$ cat src/rtl/router_pkt_ctrl_fsm_if.sv
// Handshake and strobe bundle between the packet-router control FSM and its
// source/datapath side. The FSM connects through the slave modport.
interface router_pkt_ctrl_fsm_if;
    logic       pkt_valid;
    logic       fifo_full;
    logic       fifo_empty_0;
    logic       fifo_empty_1;
    logic       fifo_empty_2;
    logic       soft_reset_0;
    logic       soft_reset_1;
    logic       soft_reset_2;
    logic       parity_done;
    logic       low_packet_valid;
    logic [1:0] data_in;
    logic       write_enb_reg;
    logic       detect_add;
    logic       lfd_state;
    logic       ld_state;
    logic       laf_state;
    logic       full_state;
    logic       rst_int_reg;
    logic       busy;

    modport master (
        output pkt_valid, fifo_full, fifo_empty_0, fifo_empty_1, fifo_empty_2,
               soft_reset_0, soft_reset_1, soft_reset_2, parity_done,
               low_packet_valid, data_in,
        input  write_enb_reg, detect_add, lfd_state, ld_state, laf_state,
               full_state, rst_int_reg, busy
    );

    modport slave (
        input  pkt_valid, fifo_full, fifo_empty_0, fifo_empty_1, fifo_empty_2,
               soft_reset_0, soft_reset_1, soft_reset_2, parity_done,
               low_packet_valid, data_in,
        output write_enb_reg, detect_add, lfd_state, ld_state, laf_state,
               full_state, rst_int_reg, busy
    );
endinterface

$ cat src/rtl/router_pkt_ctrl_fsm.sv
// Moore control FSM for a 1x3 packet router: address decode, header/payload/parity
// sequencing, full-FIFO stall. Define ROUTER_FSM_SOFT_RESET_ANY_EN to let any soft reset abort.
//
// state              | meaning
// DECODE_ADDRESS     | idle, waiting for a header with a valid address
// LOAD_FIRST_DATA    | header byte written into the addressed FIFO
// LOAD_DATA          | payload bytes streaming in
// WAIT_TILL_EMPTY    | destination FIFO still holds an old packet
// FIFO_FULL_STATE    | stalled on a full destination FIFO
// LOAD_AFTER_FULL    | replaying the byte held during the stall
// LOAD_PARITY        | parity byte written
// CHECK_PARITY_ERROR | parity registers cleared, packet closed
module router_pkt_ctrl_fsm (
    input  logic                      clock,
    input  logic                      resetn,
    router_pkt_ctrl_fsm_if.slave      bus
);
    typedef enum logic [2:0] {
        DECODE_ADDRESS     = 3'd0,
        LOAD_FIRST_DATA    = 3'd1,
        LOAD_DATA          = 3'd2,
        WAIT_TILL_EMPTY    = 3'd3,
        FIFO_FULL_STATE    = 3'd4,
        LOAD_AFTER_FULL    = 3'd5,
        LOAD_PARITY        = 3'd6,
        CHECK_PARITY_ERROR = 3'd7
    } state_t;

    state_t     state;
    state_t     nxt;
    logic [1:0] addr_q;
    logic       soft_hit;
    logic       empty_live;
    logic       empty_held;

    always_comb begin
`ifdef ROUTER_FSM_SOFT_RESET_ANY_EN
        soft_hit = bus.soft_reset_0 | bus.soft_reset_1 | bus.soft_reset_2;
`else
        soft_hit = (addr_q == 2'd0 && bus.soft_reset_0) ||
                   (addr_q == 2'd1 && bus.soft_reset_1) ||
                   (addr_q == 2'd2 && bus.soft_reset_2);
`endif
        empty_live = (bus.data_in == 2'd0 && bus.fifo_empty_0) ||
                     (bus.data_in == 2'd1 && bus.fifo_empty_1) ||
                     (bus.data_in == 2'd2 && bus.fifo_empty_2);
        // WAIT_TILL_EMPTY watches the latched address, not whatever is on data_in now
        empty_held = (addr_q == 2'd0 && bus.fifo_empty_0) ||
                     (addr_q == 2'd1 && bus.fifo_empty_1) ||
                     (addr_q == 2'd2 && bus.fifo_empty_2);

        nxt = DECODE_ADDRESS;
        case (state)
            DECODE_ADDRESS:
                if (bus.pkt_valid && bus.data_in != 2'd3)
                    nxt = empty_live ? LOAD_FIRST_DATA : WAIT_TILL_EMPTY;
                else
                    nxt = DECODE_ADDRESS;
            LOAD_FIRST_DATA:    nxt = LOAD_DATA;
            LOAD_DATA:
                if (bus.fifo_full)       nxt = FIFO_FULL_STATE;
                else if (!bus.pkt_valid) nxt = LOAD_PARITY;
                else                     nxt = LOAD_DATA;
            FIFO_FULL_STATE:    nxt = bus.fifo_full ? FIFO_FULL_STATE : LOAD_AFTER_FULL;
            LOAD_AFTER_FULL:
                if (bus.parity_done)           nxt = DECODE_ADDRESS;
                else if (bus.low_packet_valid) nxt = LOAD_PARITY;
                else                           nxt = LOAD_DATA;
            LOAD_PARITY:        nxt = CHECK_PARITY_ERROR;
            CHECK_PARITY_ERROR: nxt = bus.fifo_full ? FIFO_FULL_STATE : DECODE_ADDRESS;
            WAIT_TILL_EMPTY:    nxt = empty_held ? LOAD_FIRST_DATA : WAIT_TILL_EMPTY;
            default:            nxt = DECODE_ADDRESS;
        endcase
        if (soft_hit)
            nxt = DECODE_ADDRESS;
    end

    // Outputs are decoded from the next state so they are registered yet stay Moore.
    always_ff @(posedge clock) begin
        if (!resetn) begin
            state             <= DECODE_ADDRESS;
            addr_q            <= 2'd0;
            bus.write_enb_reg <= 1'b0;
            bus.detect_add    <= 1'b1;
            bus.lfd_state     <= 1'b0;
            bus.ld_state      <= 1'b0;
            bus.laf_state     <= 1'b0;
            bus.full_state    <= 1'b0;
            bus.rst_int_reg   <= 1'b0;
            bus.busy          <= 1'b0;
        end else begin
            state <= nxt;
            if (state == DECODE_ADDRESS && bus.pkt_valid)
                addr_q <= bus.data_in;
            bus.write_enb_reg <= (nxt == LOAD_DATA) || (nxt == LOAD_PARITY) ||
                                 (nxt == LOAD_AFTER_FULL);
            bus.detect_add    <= (nxt == DECODE_ADDRESS);
            bus.lfd_state     <= (nxt == LOAD_FIRST_DATA);
            bus.ld_state      <= (nxt == LOAD_DATA);
            bus.laf_state     <= (nxt == LOAD_AFTER_FULL);
            bus.full_state    <= (nxt == FIFO_FULL_STATE);
            bus.rst_int_reg   <= (nxt == CHECK_PARITY_ERROR);
            bus.busy          <= !((nxt == DECODE_ADDRESS) || (nxt == LOAD_DATA));
        end
    end
endmodule

$ cat src/flat_wrapper.sv
// flat-port wrapper written by rule: the top's interface ports become plain ports
module router_pkt_ctrl_fsm_flat 
  (clock, resetn, bus_pkt_valid, bus_fifo_full, bus_fifo_empty_0, bus_fifo_empty_1, bus_fifo_empty_2, bus_soft_reset_0, bus_soft_reset_1, bus_soft_reset_2, bus_parity_done, bus_low_packet_valid, bus_data_in, bus_write_enb_reg, bus_detect_add, bus_lfd_state, bus_ld_state, bus_laf_state, bus_full_state, bus_rst_int_reg, bus_busy);
  router_pkt_ctrl_fsm_if bus_i ();
  input  logic clock;
  input  logic resetn;
  input wire logic [$bits(bus_i.pkt_valid)-1:0] bus_pkt_valid;
  input wire logic [$bits(bus_i.fifo_full)-1:0] bus_fifo_full;
  input wire logic [$bits(bus_i.fifo_empty_0)-1:0] bus_fifo_empty_0;
  input wire logic [$bits(bus_i.fifo_empty_1)-1:0] bus_fifo_empty_1;
  input wire logic [$bits(bus_i.fifo_empty_2)-1:0] bus_fifo_empty_2;
  input wire logic [$bits(bus_i.soft_reset_0)-1:0] bus_soft_reset_0;
  input wire logic [$bits(bus_i.soft_reset_1)-1:0] bus_soft_reset_1;
  input wire logic [$bits(bus_i.soft_reset_2)-1:0] bus_soft_reset_2;
  input wire logic [$bits(bus_i.parity_done)-1:0] bus_parity_done;
  input wire logic [$bits(bus_i.low_packet_valid)-1:0] bus_low_packet_valid;
  input wire logic [$bits(bus_i.data_in)-1:0] bus_data_in;
  output wire logic [$bits(bus_i.write_enb_reg)-1:0] bus_write_enb_reg;
  output wire logic [$bits(bus_i.detect_add)-1:0] bus_detect_add;
  output wire logic [$bits(bus_i.lfd_state)-1:0] bus_lfd_state;
  output wire logic [$bits(bus_i.ld_state)-1:0] bus_ld_state;
  output wire logic [$bits(bus_i.laf_state)-1:0] bus_laf_state;
  output wire logic [$bits(bus_i.full_state)-1:0] bus_full_state;
  output wire logic [$bits(bus_i.rst_int_reg)-1:0] bus_rst_int_reg;
  output wire logic [$bits(bus_i.busy)-1:0] bus_busy;
  assign bus_i.pkt_valid = bus_pkt_valid;
  assign bus_i.fifo_full = bus_fifo_full;
  assign bus_i.fifo_empty_0 = bus_fifo_empty_0;
  assign bus_i.fifo_empty_1 = bus_fifo_empty_1;
  assign bus_i.fifo_empty_2 = bus_fifo_empty_2;
  assign bus_i.soft_reset_0 = bus_soft_reset_0;
  assign bus_i.soft_reset_1 = bus_soft_reset_1;
  assign bus_i.soft_reset_2 = bus_soft_reset_2;
  assign bus_i.parity_done = bus_parity_done;
  assign bus_i.low_packet_valid = bus_low_packet_valid;
  assign bus_i.data_in = bus_data_in;
  assign bus_write_enb_reg = bus_i.write_enb_reg;
  assign bus_detect_add = bus_i.detect_add;
  assign bus_lfd_state = bus_i.lfd_state;
  assign bus_ld_state = bus_i.ld_state;
  assign bus_laf_state = bus_i.laf_state;
  assign bus_full_state = bus_i.full_state;
  assign bus_rst_int_reg = bus_i.rst_int_reg;
  assign bus_busy = bus_i.busy;
  router_pkt_ctrl_fsm u_core (.clock(clock), .resetn(resetn), .bus(bus_i));
endmodule
$ cat config.mk
export PLATFORM = sky130hd
export DESIGN_NAME = router_pkt_ctrl_fsm_flat
export DESIGN_NICKNAME = d
export VERILOG_FILES = /design/src/rtl/router_pkt_ctrl_fsm_if.sv /design/src/rtl/router_pkt_ctrl_fsm.sv /design/src/flat_wrapper.sv
export SDC_FILE = /design/constraint.sdc
export NUM_CORES = 1
export LEC_CHECK = 0
export ABC_CLOCK_PERIOD_IN_PS = 2000
export CAP_MARGIN = 20
export CORE_MARGIN = 2
export CORE_UTILIZATION = 43
export CTS_CLUSTER_DIAMETER = 150
export DETAILED_ROUTE_END_ITERATION = 16
export PLACE_DENSITY = 0.81
export SYNTH_ARGS = -nofsm -noshare
export SYNTH_HDL_FRONTEND = slang
export SYNTH_SLANG_ARGS = --single-unit
$ cat constraint.sdc
create_clock -name clock -period 2 [get_ports clock]
set_input_delay 0.4 -clock clock [delete_from_list [all_inputs] [get_ports clock]]
set_output_delay 0.4 -clock clock [all_outputs]
set_load 0.1 [all_outputs]
==> impl_metrics.py <==
metrics = {
    "status": {
        "status": "completed",
    },
    "die": {
        "row_count": 14,
        "die-height_um": 42.8,
        "fp.dieW_um": 42.8,
        "start_util": 0.446,
        "dieArea_um2": 1830,
        "io_pins": 22,
        "core_area_um2": 1450,
    },
    "layout": {
        "final_cell_count_no_fill": 113,
        "drive_gt1_frac": 0.268,
        "multiInputGateArea_um2": 358,
        "final_util": 0.645,
        "fill_cells": 134,
        "nets": 112,
        "largest_reg_flops": 3,
        "regArea_um2": 260,
        "num_antenna_cells": 0,
        "regMostFlops": "u_core.state",
        "synthToLayoutAreaGrowth_pct": 44.6,
        "reg_top3": "u_core.state (3), u_core.addr_q (2)",
    },
    "placement": {
        "gp_congestion": 0.849,
        "dp.cells": 109,
        "preCtsSetupSlack_ps": -119,
        "hpwlAfterDp_um": 1110,
        "portBuffers": 21,
    },
    "clocking": {
        "cts.clk_slew.worst_paths_ps": 70,
        "ctsResizeCount": 0,
        "hold_buffers": 0,
        "cts_setup_buffers": 0,
        "cts_sinks": 13,
        "cts.path.max_buffers": 2,
        "insertion_delay_ps": 280,
        "cts_made_buffers": 3,
        "cts_tree": "yes",
        "htreeDepth": 1,
        "clockRootBuffer": "clkbuf_4",
    },
    "power_and_ir_drop": {
        "powerDensity_nw_per_um2": 775,
        "p_leak_nw": 0.406,
        "ir_drop_mv": 0.505,
        "p_total_uw": 726,
    },
    "global_route": {
        "gr-total-overflow": 0,
        "antenna_found_initial": 0,
        "grt_pass1_wl_um": 2370,
        "grt_max_degree": 10,
        "grt_pass1_vias": 582,
        "track_usage": 0.172,
    },
    "setup_path": {
        "critPathLaunchType": "input pin",
        "arrival_ps": 2070,
        "end_kind": "flip-flop",
        "crit_fanout": 7,
        "path_class": "in -> reg",
        "cp.required_ps": 2200,
    },
    "routing": {
        "drt_iter0_markers": 7,
        "routed_via_density": 5.21,
        "detail-route-antenna-nets": 0,
        "totalWireLength_um": 1450,
        "wl_per_cell_um": 12.8,
        "drcViolationCount": 0,
        "firstDrtPassIters": 4,
        "vias": 589,
    },
    "timing": {
        "worst-slew-pin-transition_ps": 344,
        "setup_slack_ps": 133,
        "fin_crit_ps": 1870,
        "skew_ps": 8.64,
        "hold_viol": 0,
        "rsz0062_at_grt": "no",
        "fmax_mhz": 536,
        "setup_viol": 0,
        "slew_headroom": 0.770,
        "finalCritPeriodShare": 0.934,
        "drv_slew": 0,
    },
    "logic_synthesis": {
        "syn_area_um2": 648,
        "yosysWarnings": 0,
        "postSynthAreaPerCell_um2": 9.97,
        "synth_nets": 79,
        "ys_seq_area_frac": 0.402,
        "ys_types": 30,
        "ys_ff_latch": 13,
        "syn-instance-count": 65,
    },
    "worst_hold_path": {
        "hold_class": "reg -> reg",
    },
    "flow_run": {
        "drv_cap": 0,
    },
}
[Yosys cell counts]
cell       count  share of area
a2111oi_4      1          0.042
a21bo_2        1          0.015
a21boi_1       1          0.012
a21o_1         1          0.012
a21oi_1        1         0.0077
a311oi_1       2          0.027
a311oi_2       1          0.023
a31oi_2        1          0.019
and2_1         3          0.029
and2b_1        1          0.012
and3_1         1         0.0097
and3b_1        1          0.014
buf_4          1          0.012
dfxtp_1       13           0.40
inv_1          6          0.035
mux2i_1        5          0.077
nand2_1        3          0.017
nand2b_1       2          0.019
nand3b_1       3          0.035
nand4_1        1         0.0097
nor2_1         4          0.023
nor2b_1        2          0.019
nor3b_2        2          0.039
nor4bb_1       1          0.015
o21a_1         1          0.012
o21ai_0        2          0.015
o21ai_2        1          0.014
o221ai_1       1          0.014
o31ai_1        1          0.012
or3_1          1         0.0097
[critical path: stages]
cell and delay, ps:
clkdlybuf4s50_1 520, nor4bb_1 290, a311oi_1 100, a311oi_2 280
buf_4 190, and2_1 130, nor3b_2 150
[area by class of cell]
class,count,area share
tap,16,0.0214
multi-input combinational,45,0.382
inverter,6,0.0240
timing repair buffer,29,0.267
sequential,13,0.278
clock buffer,4,0.0280
[path summary, 6_finish.rpt]
| check | startpoint | end | slack, ps | cells past startpoint |
|---|---|---|---|---|
| max | bus_pkt_valid | u_core.bus.ld_state$_SDFF_PN0_ | 130 | 7 |
| min | u_core.addr_q[1]$_SDFFE_PN0P_ | u_core.addr_q[1]$_SDFFE_PN0P_ | 610 | 2 |
| max reg2reg | u_core.state[0]$_SDFF_PN0_ | u_core.bus.ld_state$_SDFF_PN0_ | 210 | 6 |
| min reg2reg | u_core.addr_q[1]$_SDFFE_PN0P_ | u_core.addr_q[1]$_SDFFE_PN0P_ | 610 | 2 |
[kinds of logic (layout without fill, tap and decap cells)]
| family | count (synthesis) | in the layout | share of synthesized area |
|---|---|---|---|
| AND/OR/NAND/NOR | 25 | 25 | 0.251 |
| buffers and inverters | 7 | 39 | 0.0463 |
| flip-flops | 13 | 13 | 0.402 |
| multiplexers | 5 | 5 | 0.0772 |
| AO/OA/AOI/OAI | 15 | 15 | 0.224 |
[where the power goes]
part	total (mW)	switching, mW	internal [mW]
combinational	0.266	0.158	0.108
clock	0.162	0.0845	0.0773
sequential	0.298	0.0187	0.279
[stage by stage]
step	hold WS, ps	TNS (ps)	area (µm²)
2_1_floorplan	471	0	648
3_3_place_gp	604	-352	911
3_5_place_dp	618	-363	911
4_1_cts	629	0	937
5_1_grt	677	0	937
6_report	615	0	937
[placed cells by master, fill, tap and decap left out, types with 2 or more instances in the layout]
| master | instances |
|---|---|
| and2_1 | 3 |
| nand2b_1 | 2 |
| nor2_1 | 4 |
| nand3b_1 | 3 |
| dfxtp_1 | 13 |
| o21ai_0 | 2 |
| inv_1 | 6 |
| clkbuf_4 | 3 |
| buf_4 | 16 |
| a311oi_1 | 2 |
| mux2i_1 | 5 |
| nor3b_2 | 2 |
| nand2_1 | 3 |
| nor2b_1 | 2 |
| clkdlybuf4s50_1 | 13 |
[per-layer routing]
layer | global-route usage | vias to the layer above | wire [µm] | share of wire
met5 | 0 | - | 0 | 0
met1 | 0.173 | 267 | 593 | 0.41
met3 | 0.0553 | 0 | 105 | 0.072
li1 | - | 300 | - | -
met2 | 0.318 | 22 | 751 | 0.52
met4 | 0.0688 | 0 | 0 | 0
Note: power is estimated with default switching activity, not from simulation.
